**config.mk**
```make
export PLATFORM = sky130hd
export DESIGN_NAME = frogger_hazard_ctrl_flat
export DESIGN_NICKNAME = d
export VERILOG_FILES = /design/src/rtl/frogger_pkg.sv /design/src/rtl/frogger_hazard_ctrl_if.sv /design/src/rtl/frogger_lane_shifter.sv /design/src/rtl/frogger_hazard_ctrl.sv /design/src/flat_wrapper.sv
export SDC_FILE = /design/constraint.sdc
export NUM_CORES = 1
export LEC_CHECK = 0
export CORE_MARGIN = 2
export CORE_UTILIZATION = 55
export CTS_BUF_LIST = sky130_fd_sc_hd__clkbuf_4 sky130_fd_sc_hd__clkbuf_8 sky130_fd_sc_hd__clkbuf_16
export CTS_CLUSTER_SIZE = 14
export DETAILED_ROUTE_END_ITERATION = 6
export GPL_TIMING_DRIVEN = 0
export HOLD_SLACK_MARGIN = 0.12
export PLACE_DENSITY = 0.8
export SLEW_MARGIN = 20
export SYNTH_ARGS = -nofsm -noshare
export SYNTH_HDL_FRONTEND = slang
export SYNTH_SLANG_ARGS = --single-unit
```
**constraint.sdc**
```tcl
create_clock -name i_Clk -period 4.9 [get_ports i_Clk]
set_input_delay 1.47 -clock i_Clk [delete_from_list [all_inputs] [get_ports i_Clk]]
set_output_delay 1.47 -clock i_Clk [all_outputs]
set_load 0.05 [all_outputs]
```
**src/rtl/frogger_pkg.sv**
```systemverilog
// Shared constants and types for the Frogger road-traffic engine.
// Holds the grid geometry, the initial car patterns and per-lane speed divisors,
// and the table that maps a speed level to a tick-period shift.
package frogger_pkg;

  localparam int NUM_COLS  = 14;
  localparam int START_ROW = 14;
  localparam int GOAL_ROW  = 0;

  typedef logic [NUM_COLS-1:0] lane_t;

  // Index 0 is the leftmost entry (lane 0 sits at the top of the road band).
  localparam logic [0:5][NUM_COLS-1:0] LANE_INIT = {
    14'h0003, 14'h0618, 14'h0111, 14'h3000, 14'h0C0C, 14'h0421
  };

  // A lane advances once every LANE_DIV[k] traffic ticks.
  localparam logic [0:5][1:0] LANE_DIV = {2'd1, 2'd2, 2'd3, 2'd1, 2'd2, 2'd3};

  // Tick period at level L is BASE_TICK_CYCLES >> LEVEL_SHIFT[L].
  localparam logic [0:3][1:0] LEVEL_SHIFT = {2'd0, 2'd1, 2'd2, 2'd3};

  // Speed level = min(score / 4, 3).
  function automatic logic [1:0] score_to_level(input logic [6:0] score);
    logic [4:0] quarter;
    quarter = score[6:2];
    return (quarter > 5'd3) ? 2'd3 : quarter[1:0];
  endfunction

endpackage

```
**src/rtl/frogger_hazard_ctrl_if.sv**
```systemverilog
// Signal bundle between the game controller/renderer and the hazard engine.
//  i_Frogger_X/Y    frog cell from frogger_ctrl
//  i_Score          current score (selects speed level)
//  i_Col/Row_Count_Div  renderer cell being drawn
//  o_Collided       one-cycle collision pulse
//  o_Car_Pixel      car present at the renderer cell
//  o_Level          current speed level
// master = game/renderer side, slave = hazard engine.
interface frogger_hazard_ctrl_if;

  logic [5:0] i_Frogger_X;
  logic [5:0] i_Frogger_Y;
  logic [6:0] i_Score;
  logic [5:0] i_Col_Count_Div;
  logic [5:0] i_Row_Count_Div;
  logic       o_Collided;
  logic       o_Car_Pixel;
  logic [1:0] o_Level;

  modport master (
    output i_Frogger_X, i_Frogger_Y, i_Score, i_Col_Count_Div, i_Row_Count_Div,
    input  o_Collided, o_Car_Pixel, o_Level
  );

  modport slave (
    input  i_Frogger_X, i_Frogger_Y, i_Score, i_Col_Count_Div, i_Row_Count_Div,
    output o_Collided, o_Car_Pixel, o_Level
  );

endinterface

```
**src/rtl/frogger_lane_shifter.sv**
```systemverilog
// One road lane: a circular car pattern that rotates by one column every
// DIV-th traffic tick.
//  i_Clk      system clock
//  i_Reset    asynchronous active-high reset (pattern <- INIT, divider <- 0)
//  i_Tick     one-cycle traffic tick
//  o_Pattern  current pattern, bit n = column n
// SHIFT_UP=1 moves cars toward higher columns (bit 13 wraps to bit 0);
// SHIFT_UP=0 moves them toward lower columns (bit 0 wraps to bit 13).
module frogger_lane_shifter
  import frogger_pkg::*;
#(
  parameter lane_t INIT     = '0,
  parameter int    DIV      = 1,
  parameter bit    SHIFT_UP = 1'b1
) (
  input  logic  i_Clk,
  input  logic  i_Reset,
  input  logic  i_Tick,
  output lane_t o_Pattern
);

  localparam int DivW = (DIV > 1) ? $clog2(DIV) : 1;

  logic [DivW-1:0] r_div_cnt;
  lane_t           r_pattern;
  lane_t           w_rotated;
  logic            w_step;

  assign w_step = i_Tick && (r_div_cnt == DivW'(DIV - 1));

  always_comb begin
    if (SHIFT_UP) begin
      w_rotated = {r_pattern[NUM_COLS-2:0], r_pattern[NUM_COLS-1]};
    end else begin
      w_rotated = {r_pattern[0], r_pattern[NUM_COLS-1:1]};
    end
  end

  always_ff @(posedge i_Clk or posedge i_Reset) begin
    if (i_Reset) begin
      r_div_cnt <= '0;
      r_pattern <= INIT;
    end else if (i_Tick) begin
      r_div_cnt <= w_step ? '0 : r_div_cnt + 1'b1;
      if (w_step) begin
        r_pattern <= w_rotated;
      end
    end
  end

  assign o_Pattern = r_pattern;

endmodule

```
**src/rtl/frogger_hazard_ctrl.sv**
```systemverilog
// Road-traffic engine for Frogger: scrolls the lane car patterns, detects the
// frog being hit and emits a single collision pulse per life, and serves a
// per-cell car bit to the VGA renderer. Traffic speeds up with score.
//  i_Clk    system clock
//  i_Reset  asynchronous active-high reset
//  bus      frogger_hazard_ctrl_if.slave (frog position, score, renderer cell
//           in; o_Collided, o_Car_Pixel, o_Level out)
module frogger_hazard_ctrl
  import frogger_pkg::*;
#(
  parameter int BASE_TICK_CYCLES = 1_250_000,
  parameter int FIRST_ROAD_ROW   = 8,
  parameter int NUM_LANES        = 6
) (
  input  logic                  i_Clk,
  input  logic                  i_Reset,
  frogger_hazard_ctrl_if.slave  bus
);

  localparam int CntW = (BASE_TICK_CYCLES > 1) ? $clog2(BASE_TICK_CYCLES) : 1;

  logic [1:0]      r_level;
  logic [CntW-1:0] r_tick_cnt;
  logic [CntW-1:0] w_tick_limit;
  int              w_period;
  logic            w_tick;

  logic            r_armed;
  logic            r_collided;
  logic            r_car_pixel;

  lane_t           w_pattern [NUM_LANES];
  lane_t           w_frog_lane;
  logic            w_frog_on_road;
  logic            w_hit;
  lane_t           w_pix_lane;
  logic            w_pix_on_road;
  logic            w_pix_bit;

  // ---------------------------------------------------------------- speed/tick
  always_comb begin
    w_period = BASE_TICK_CYCLES >> LEVEL_SHIFT[r_level];
    // Small bases can shift down to zero; the fastest legal rate is every clock.
    if (w_period < 1) begin
      w_period = 1;
    end
    w_tick_limit = CntW'(w_period - 1);
  end

  // >= rather than == so a level rise that leaves the count beyond the new
  // limit ticks on the next cycle instead of wrapping the counter.
  assign w_tick = (r_tick_cnt >= w_tick_limit);

  always_ff @(posedge i_Clk or posedge i_Reset) begin
    if (i_Reset) begin
      r_tick_cnt <= '0;
      r_level    <= '0;
    end else begin
      r_tick_cnt <= w_tick ? '0 : r_tick_cnt + 1'b1;
      r_level    <= score_to_level(bus.i_Score);
    end
  end

  // --------------------------------------------------------------------- lanes
  for (genvar k = 0; k < NUM_LANES; k++) begin : g_lane
    frogger_lane_shifter #(
      .INIT     (LANE_INIT[k]),
      .DIV      (int'(LANE_DIV[k])),
      .SHIFT_UP ((k % 2) == 0)
    ) u_lane (
      .i_Clk     (i_Clk),
      .i_Reset   (i_Reset),
      .i_Tick    (w_tick),
      .o_Pattern (w_pattern[k])
    );
  end

  // ------------------------------------------------------------ lane selection
  always_comb begin
    w_frog_lane    = '0;
    w_frog_on_road = 1'b0;
    w_pix_lane     = '0;
    w_pix_on_road  = 1'b0;
    for (int k = 0; k < NUM_LANES; k++) begin
      if (bus.i_Frogger_Y == 6'(FIRST_ROAD_ROW + k)) begin
        w_frog_lane    = w_pattern[k];
        w_frog_on_road = 1'b1;
      end
      if (bus.i_Row_Count_Div == 6'(FIRST_ROAD_ROW + k)) begin
        w_pix_lane    = w_pattern[k];
        w_pix_on_road = 1'b1;
      end
    end
  end

  // Patterns are read before this edge's shift lands, so a coinciding tick
  // does not move the car out from under (or onto) the frog this cycle.
  assign w_hit = w_frog_on_road && (bus.i_Frogger_X < 6'(NUM_COLS)) &&
                 w_frog_lane[bus.i_Frogger_X[3:0]];

  assign w_pix_bit = w_pix_on_road && (bus.i_Col_Count_Div < 6'(NUM_COLS)) &&
                     w_pix_lane[bus.i_Col_Count_Div[3:0]];

  // ---------------------------------------------------------- collision / arm
  always_ff @(posedge i_Clk or posedge i_Reset) begin
    if (i_Reset) begin
      r_armed     <= 1'b1;
      r_collided  <= 1'b0;
      r_car_pixel <= 1'b0;
    end else begin
      r_collided  <= w_hit && r_armed;
      r_car_pixel <= w_pix_bit;
      // Disarm on the pulse; re-arm only once the frog is back at the start row.
      if (w_hit && r_armed) begin
        r_armed <= 1'b0;
      end else if ((bus.i_Frogger_Y == 6'(START_ROW)) && !w_hit) begin
        r_armed <= 1'b1;
      end
    end
  end

  assign bus.o_Collided  = r_collided;
  assign bus.o_Car_Pixel = r_car_pixel;
  assign bus.o_Level     = r_level;

endmodule
```
**src/flat_wrapper.sv**
```systemverilog
// flat-port wrapper written by rule: the top's interface ports become plain ports
module frogger_hazard_ctrl_flat import frogger_pkg::*;
#(
  parameter int BASE_TICK_CYCLES = 1_250_000,
  parameter int FIRST_ROAD_ROW   = 8,
  parameter int NUM_LANES        = 6
)
  (i_Clk, i_Reset, bus_i_Frogger_X, bus_i_Frogger_Y, bus_i_Score, bus_i_Col_Count_Div, bus_i_Row_Count_Div, bus_o_Collided, bus_o_Car_Pixel, bus_o_Level);
  frogger_hazard_ctrl_if bus_i ();
  input  logic i_Clk;
  input  logic i_Reset;
  input wire logic [$bits(bus_i.i_Frogger_X)-1:0] bus_i_Frogger_X;
  input wire logic [$bits(bus_i.i_Frogger_Y)-1:0] bus_i_Frogger_Y;
  input wire logic [$bits(bus_i.i_Score)-1:0] bus_i_Score;
  input wire logic [$bits(bus_i.i_Col_Count_Div)-1:0] bus_i_Col_Count_Div;
  input wire logic [$bits(bus_i.i_Row_Count_Div)-1:0] bus_i_Row_Count_Div;
  output wire logic [$bits(bus_i.o_Collided)-1:0] bus_o_Collided;
  output wire logic [$bits(bus_i.o_Car_Pixel)-1:0] bus_o_Car_Pixel;
  output wire logic [$bits(bus_i.o_Level)-1:0] bus_o_Level;
  assign bus_i.i_Frogger_X = bus_i_Frogger_X;
  assign bus_i.i_Frogger_Y = bus_i_Frogger_Y;
  assign bus_i.i_Score = bus_i_Score;
  assign bus_i.i_Col_Count_Div = bus_i_Col_Count_Div;
  assign bus_i.i_Row_Count_Div = bus_i_Row_Count_Div;
  assign bus_o_Collided = bus_i.o_Collided;
  assign bus_o_Car_Pixel = bus_i.o_Car_Pixel;
  assign bus_o_Level = bus_i.o_Level;
  frogger_hazard_ctrl #(.BASE_TICK_CYCLES(BASE_TICK_CYCLES), .FIRST_ROAD_ROW(FIRST_ROAD_ROW), .NUM_LANES(NUM_LANES)) u_core (.i_Clk(i_Clk), .i_Reset(i_Reset), .bus(bus_i));
endmodule
```
==> Word-level counts from Yosys, hierarchy flattened <==
Cells that the tools add are included.
{ "totals": {"reg_bits": 118, "latchBits": 0, "ram_bits": 0, "mem_bits_ro": 0, "inputBits": 33, "output_inout_bits": 4, "wordCells": 114, "mem_count": 0} }
{ "classes": {"add_sub_neg": 8, "n_mul": 0, "div": 0, "order_cmp": 8, "eq_ne": 15, "n_shift": 1, "n_mux": 42, "bitwise": 3, "reduce_logical": 20} }
{ "ops": {"columns": ["op", "count"], "rows": [
  ["$mux 14", 12],
  ["$eq 6x4->1 const B", 13],
  ["$mux 21", 2],
  ["$lt 32x2->1 const B", 1],
  ["$shr 21x2->32 const A", 1],
  ["$add 21x1->21 const B", 1],
  ["$ge 21x21->1", 1],
  ["$sub 21x2->21 const B", 1],
  ["$mux 1", 20],
  ["$logic_and 1x1->1", 12],
  ["$lt 6x4->1 const B", 2],
  ["$reduce_and 2->1", 6],
  ["$lt 4x5->1 const B", 2],
  ["$mux 2", 5],
  ["$bmux 1 s4", 2],
  ["$gt 5x2->1 const B", 1],
  ["$add 1x1->1 const B", 4],
  ["$add 2x1->2 const B", 2],
  ["$bmux 2 s2", 1],
  ["$eq 2x2->1 const B", 2],
  ["$ge 3x3->1 const B", 1],
  ["$not 2->3", 1],
  ["$not 1->1", 2],
  ["$reduce_bool 2->1", 1],
  ["$logic_not 1->1", 1]
]} }

==> Depth between registers and ports, before layout <==
{ "depth": {"word_depth": 14, "depth_mapped": 15, "depth_no_buf": 14} }

==> By module <==
A second synthesis with hierarchy kept.
{ "unflattened": {"cells_unflattened": 585, "hier_area_um2": 7267.0} }
{ "modules_own_cells": {"columns": ["mod", "n_inst", "cells_each", "area_per_inst_um2", "seq_area_each_um2"], "rows": [
  ["frogger_hazard_ctrl", 1, 376, 3448.3, 651.9],
  ["frogger_lane_shifter (u_core.g_lane[2].u_lane ...)", 2, 37, 663.1, 404.1],
  ["frogger_lane_shifter (u_core.g_lane[1].u_lane ...)", 2, 33, 605.6, 380.4],
  ["frogger_lane_shifter (u_core.g_lane[0].u_lane)", 1, 35, 650.6, 377.9],
  ["frogger_lane_shifter (u_core.g_lane[3].u_lane)", 1, 34, 630.6, 377.9]
]} }

==> Least setup slack after synthesis <==
OpenSTA, ideal clock, no wires.
{ "synth_timing": {"path_kind": "reg2reg", "startpoint": "register u_core.r_level[1], in the netlist u_core.bus.o_Level[1]", "endpoint": "register u_core.g_lane[1].u_lane.r_pattern[0]", "setup_time_ps": 125, "t_arrival_ps": 3520, "path_slack_ps": 1255, "stages_incl_launch_ff": 16, "period_less_slack_ps": 3645, "cell_sequence": "dfrtp_1 > inv_1 > ha_1 > nor3_1 > nand3_1 > xnor2_1 > nor2_1 > ha_1 > nand4_1 > nor4_1 > nand2_1 > o211ai_1 > o21ai_4 > a21boi_4 > buf_6 > mux2_4"} }
{ "synth_via": {"elab_chain_len": 11} }
{ "synth_rtl": {"columns": ["element", "line_no", "source"], "rows": [
  ["start, declared", "frogger_hazard_ctrl.sv:22", "logic [1:0] r_level;"],
  ["start signal, assigned", "frogger_hazard_ctrl.sv:60", "r_level <= score_to_level(bus.i_Score);"],
  ["$not 2->3 (not written as such) (*)", "frogger_hazard_ctrl.sv:42", "w_period = BASE_TICK_CYCLES >> LEVEL_SHIFT[r_level];"],
  ["$bmux 2 s2 (*)", "frogger_hazard_ctrl.sv:42", null],
  ["$mux 2 (not written as such) (*) (2 in series)", "frogger_hazard_ctrl.sv:42", null],
  ["$shr 21x2->32 (*)", "frogger_hazard_ctrl.sv:42", null],
  ["$lt 32x2->1", "frogger_hazard_ctrl.sv:44", "if (w_period < 1) begin"],
  ["$mux 21 (*)", "frogger_hazard_ctrl.sv:44", null],
  ["$sub 21x2->21 (*)", "frogger_hazard_ctrl.sv:47", "w_tick_limit = CntW'(w_period - 1);"],
  ["$ge 21x21->1 (*)", "frogger_hazard_ctrl.sv:52", "assign w_tick = (r_tick_cnt >= w_tick_limit);"],
  ["$logic_and 1x1->1", "frogger_lane_shifter.sv:29", "assign w_step = i_Tick && (r_div_cnt == DivW'(DIV - 1));"],
  ["$reduce_and 2->1 (no line) (*)", null, null],
  ["end signal, assigned", "frogger_lane_shifter.sv:46", "r_pattern <= w_rotated;"],
  ["end, declared", "frogger_lane_shifter.sv:25", "lane_t r_pattern;"]
]} }
Every way passes the cells marked *; elsewhere a longest branch is shown, timed or not. The select of a mux whose other input is x is not followed.
A chain may end at the register's enable or synchronous reset.

==> Final worst setup path <==
{ "layout_timing": {"startpoint": "register u_core.r_level[1], in the netlist u_core.bus.o_Level[1]", "endpoint": "register u_core.g_lane[3].u_lane.r_pattern[9]"} }
{ "layout_via": {"elab_chain_len": 11} }
{ "layout_rtl": {"columns": ["element", "line_no"], "rows": [
  ["$not 2->3 (not written as such) (*)", "frogger_hazard_ctrl.sv:42"],
  ["$bmux 2 s2 (*)", "frogger_hazard_ctrl.sv:42"],
  ["$mux 2 (not written as such) (*) (2 in series)", "frogger_hazard_ctrl.sv:42"],
  ["$shr 21x2->32 (*)", "frogger_hazard_ctrl.sv:42"],
  ["$lt 32x2->1", "frogger_hazard_ctrl.sv:44"],
  ["$mux 21 (*)", "frogger_hazard_ctrl.sv:44"],
  ["$sub 21x2->21 (*)", "frogger_hazard_ctrl.sv:47"],
  ["$ge 21x21->1 (*)", "frogger_hazard_ctrl.sv:52"],
  ["$logic_and 1x1->1", "frogger_lane_shifter.sv:29"],
  ["$reduce_and 2->1 (no line) (*)", null],
  ["end signal, assigned", "frogger_lane_shifter.sv:46"],
  ["end, declared", "frogger_lane_shifter.sv:25"]
]} }
Marked as above.

==> impl_metrics.tcl <==
set metrics [dict create \
    portBuffers 29 \
    worst_setup_path_start_kind "register" \
    area_delta_synth_final_pct 16.43 \
    cpPeakStageDelay_ns 0.47 \
    initial_core_util_pct 55.58 \
    setup_viol 0 \
    min_path_type "register to register" \
    p_leak_uw 0.003769 \
    grt_antenna_before_repair 0 \
    critPathRequiredTime_ns 5.18 \
    crit_buf_inv 2 \
    post_cts_buffers 0 \
    slew_headroom_pct 51.59 \
    wl_per_cell_um 21.01 \
    placed_cells 801 \
    status "complete, no violations" \
    ios 37 \
    ant_nets 0 \
    p_seq_share_pct 39.6 \
    finClkSkew_ns 0.006789 \
    path_cells "inv_1, ha_1, nor3_1, nand3_1, xnor2_1, nor2_1, ha_1, nand4_1, nor4_1, nand2_1, o211ai_1, o21ai_4, a21oi_4, buf_6, mux2_4" \
    wirelength_um 17500 \
    grt_overflow 0 \
    path_max_fanout 10 \
    cts.clk_slew.worst_paths_ns 0.05 \
    drt_iter0_markers 472 \
    avgSynthCellArea_um2 12.22 \
    criticalPathCategory "register to register" \
    end_kind "register" \
    cpMaxStageDelayCell "dfrtp_1" \
    tns_ns 0 \
    die_h_um 119.0 \
    p_per_area_nw_per_um2 293.2 \
    dr.pass1.iters 5 \
    grt_pass1_wl_um 28970 \
    place_congestion 0.9580 \
    final_util_pct 64.72 \
    vias 5143 \
    clkLatencyLatePin_ns 0.41 \
    async_flop_share_pct 100.0 \
    cp_common_cell "ha_1" \
    diodes 0 \
    period_minus_slack_ns 3.836 \
    ctsHtreeMaxLevel 4 \
    drc_errors 0 \
    critPathArrivalTime_ns 4.12 \
    grt_pass1_vias 5236 \
    fp.dieW_um 119.0 \
    synth_cell_types 64 \
    layout_common_cells "dfrtp_1, mux2_4, nor2_1" \
    grt_usage_pct 26.54 \
    synthesis.nets 656 \
    period_share_pct 78.28 \
    yosys_warnings 0 \
    power_uw 2483 \
    grt_max_degree 68 \
    finalHoldViolCount 0 \
    ys_seq_elements 118 \
    core-area_um2 13090 \
    nNetsFinal 705 \
    yosysSeqAreaShare_pct 40.93 \
    maxCapViolCount 0 \
    synth_cells 595 \
    viasPerCell 6.174 \
    fillers 991 \
    rsz0062_at_grt "false" \
    std_cell_rows 42 \
    switchingPower_uw 514.8 \
    worst_pin_slew_ns 0.7243 \
    sw_frac_of_total_pct 20.73 \
    dp_hpwl_um 12780 \
    peakVddDrop_uv 218.2 \
    cts.sinks 118 \
    synth_edf_count 0 \
    cts-root-buf "clkbuf_16" \
    clock.fmax_mhz 260.7 \
    cts_tree "done" \
    cts_hold_buf 0 \
    post_cts_resize_count 0 \
    post_route_cells_drive_above_1_share_pct 32.27 \
    layoutNonFillerInstCount 833 \
    die-area_um2 14160 \
    cts_made_buffers 17 \
    synth_area_um2 7273 \
    mostFrequentLayoutCell "dfrtp_1" \
    intPower_uw 1968 \
    report.final.slew_viol_count 0 \
    cts_max_path_buffers 2 \
    pwr-share-clk_pct 54.5 \
    combPwrFrac_pct 5.9 \
    crit_family "simple AND/OR/NAND/NOR gates" \
    synth_ff_type "dfrtp_1" \
]
==> metrics by stage <==
step / setup slack, ns / cell area, µm² / hold slack [ns]
after floorplan: 0.3323 / 7273 / 0.4435
after global placement: -1.204 / 7784 / 0.4567
after detailed placement: 0.8769 / 7816 / 0.4661
after CTS: 1.054 / 8468 / 0.4870
after global routing: 0.7299 / 8468 / 0.4956
final: 1.064 / 8468 / 0.4851
==> cell type report <==
| class | instances | area, µm² | share of cell area, % |
|---|---|---|---|
| buffer | 28 | 205.2 | 2.423 |
| clock buffer | 24 | 509.2 | 6.014 |
| clock inverter | 8 | 142.6 | 1.684 |
| inverter | 18 | 72.57 | 0.8570 |
| multi-input combinational | 431 | 4024 | 47.52 |
| sequential | 118 | 2977 | 35.15 |
| tap | 176 | 220.2 | 2.600 |
| timing repair buffer | 30 | 317.8 | 3.753 |
==> path summary, 6_finish.rpt <==
check,start,end,slack (ns),cells past startpoint
worst max-delay path,u_core.bus.o_Level[1],u_core.g_lane[3].u_lane.o_Pattern[9],1.06,15
worst min-delay path,u_core.g_lane[4].u_lane.r_div_cnt,u_core.g_lane[4].u_lane.r_div_cnt,0.49,1
worst max register to register,u_core.bus.o_Level[1],u_core.g_lane[3].u_lane.o_Pattern[9],1.06,15
worst min register to register,u_core.g_lane[4].u_lane.r_div_cnt,u_core.g_lane[4].u_lane.r_div_cnt,0.49,1
max in group asynchronous,i_Reset,u_core.g_lane[2].u_lane.o_Pattern[0],2.64,3
min in group asynchronous,i_Reset,u_core.g_lane[4].u_lane.o_Pattern[7],1.53,2
==> per-layer routing <==
layer	track usage, %	wire, µm	part of all wire [%]	vias to the layer above
met5	0	0	0	-
met4	11.16	654	3.7	0
met3	6.657	982	5.6	50
met2	41.63	8269	47	184
met1	35.24	7598	43	2611
li1	-	-	-	2298
==> kinds of logic (layout without fill, tap and decap cells) <==
group,after synthesis,count (layout),synth area share [%]
AOI/OAI and AO/OA,87,87,9.497
xor gates and xnor gates,22,22,2.649
adders and majority gates,28,28,4.817
buffers and inverters,46,108,3.750
DFF,118,118,40.93
muxes,136,136,27.27
other,1,1,0.05156
and+or+nand+nor,157,157,11.04
==> state kept, by name, indices dropped and copies added (netlist names) <==
name,flops
u_core.bus.o_Car_Pixel,1
u_core.g_lane.u_lane.r_div_cnt,8
u_core.g_lane.u_lane.o_Pattern,84
u_core.r_armed,1
u_core.r_tick_cnt,21
u_core.bus.o_Collided,1
u_core.bus.o_Level,2
==> power by group through the flow <==
stage | clock network [µW] | registers, µW | logic (µW)
after floorplan | 0 | 1000 | 88.4
after global placement | 0 | 1000 | 140
after detailed placement | 0 | 1000 | 146
after CTS | 1370 | 983 | 147
after global routing | 1420 | 984 | 162
final | 1350 | 984 | 147
==> cells in the mapped netlist, types with 5 or more instances <==
cell / n / area [µm²]
nor2_1: 58 / 217.7
nand3_1: 18 / 90.09
mux2_4: 60 / 900.9
buf_6: 8 / 90.09
inv_1: 17 / 63.81
o21ai_0: 16 / 80.08
xor2_1: 15 / 131.4
dfrtp_1: 99 / 2477
clkbuf_1: 6 / 22.52
mux2i_1: 17 / 170.2
nand2_1: 18 / 67.56
a211oi_1: 5 / 37.54
a221oi_1: 9 / 78.83
nand2b_1: 8 / 50.05
buf_2: 8 / 40.04
nor3_1: 10 / 50.05
buf_4: 5 / 37.54
mux4_2: 22 / 495.5
nand4_1: 5 / 31.28
o211ai_1: 5 / 37.54
ha_1: 28 / 350.3
mux2_2: 37 / 416.7
and3_1: 11 / 68.82
xnor2_1: 7 / 61.31
dfstp_2: 19 / 499.2
a21oi_1: 16 / 80.08
No activity file was read; power rests on OpenSTA's default activity.
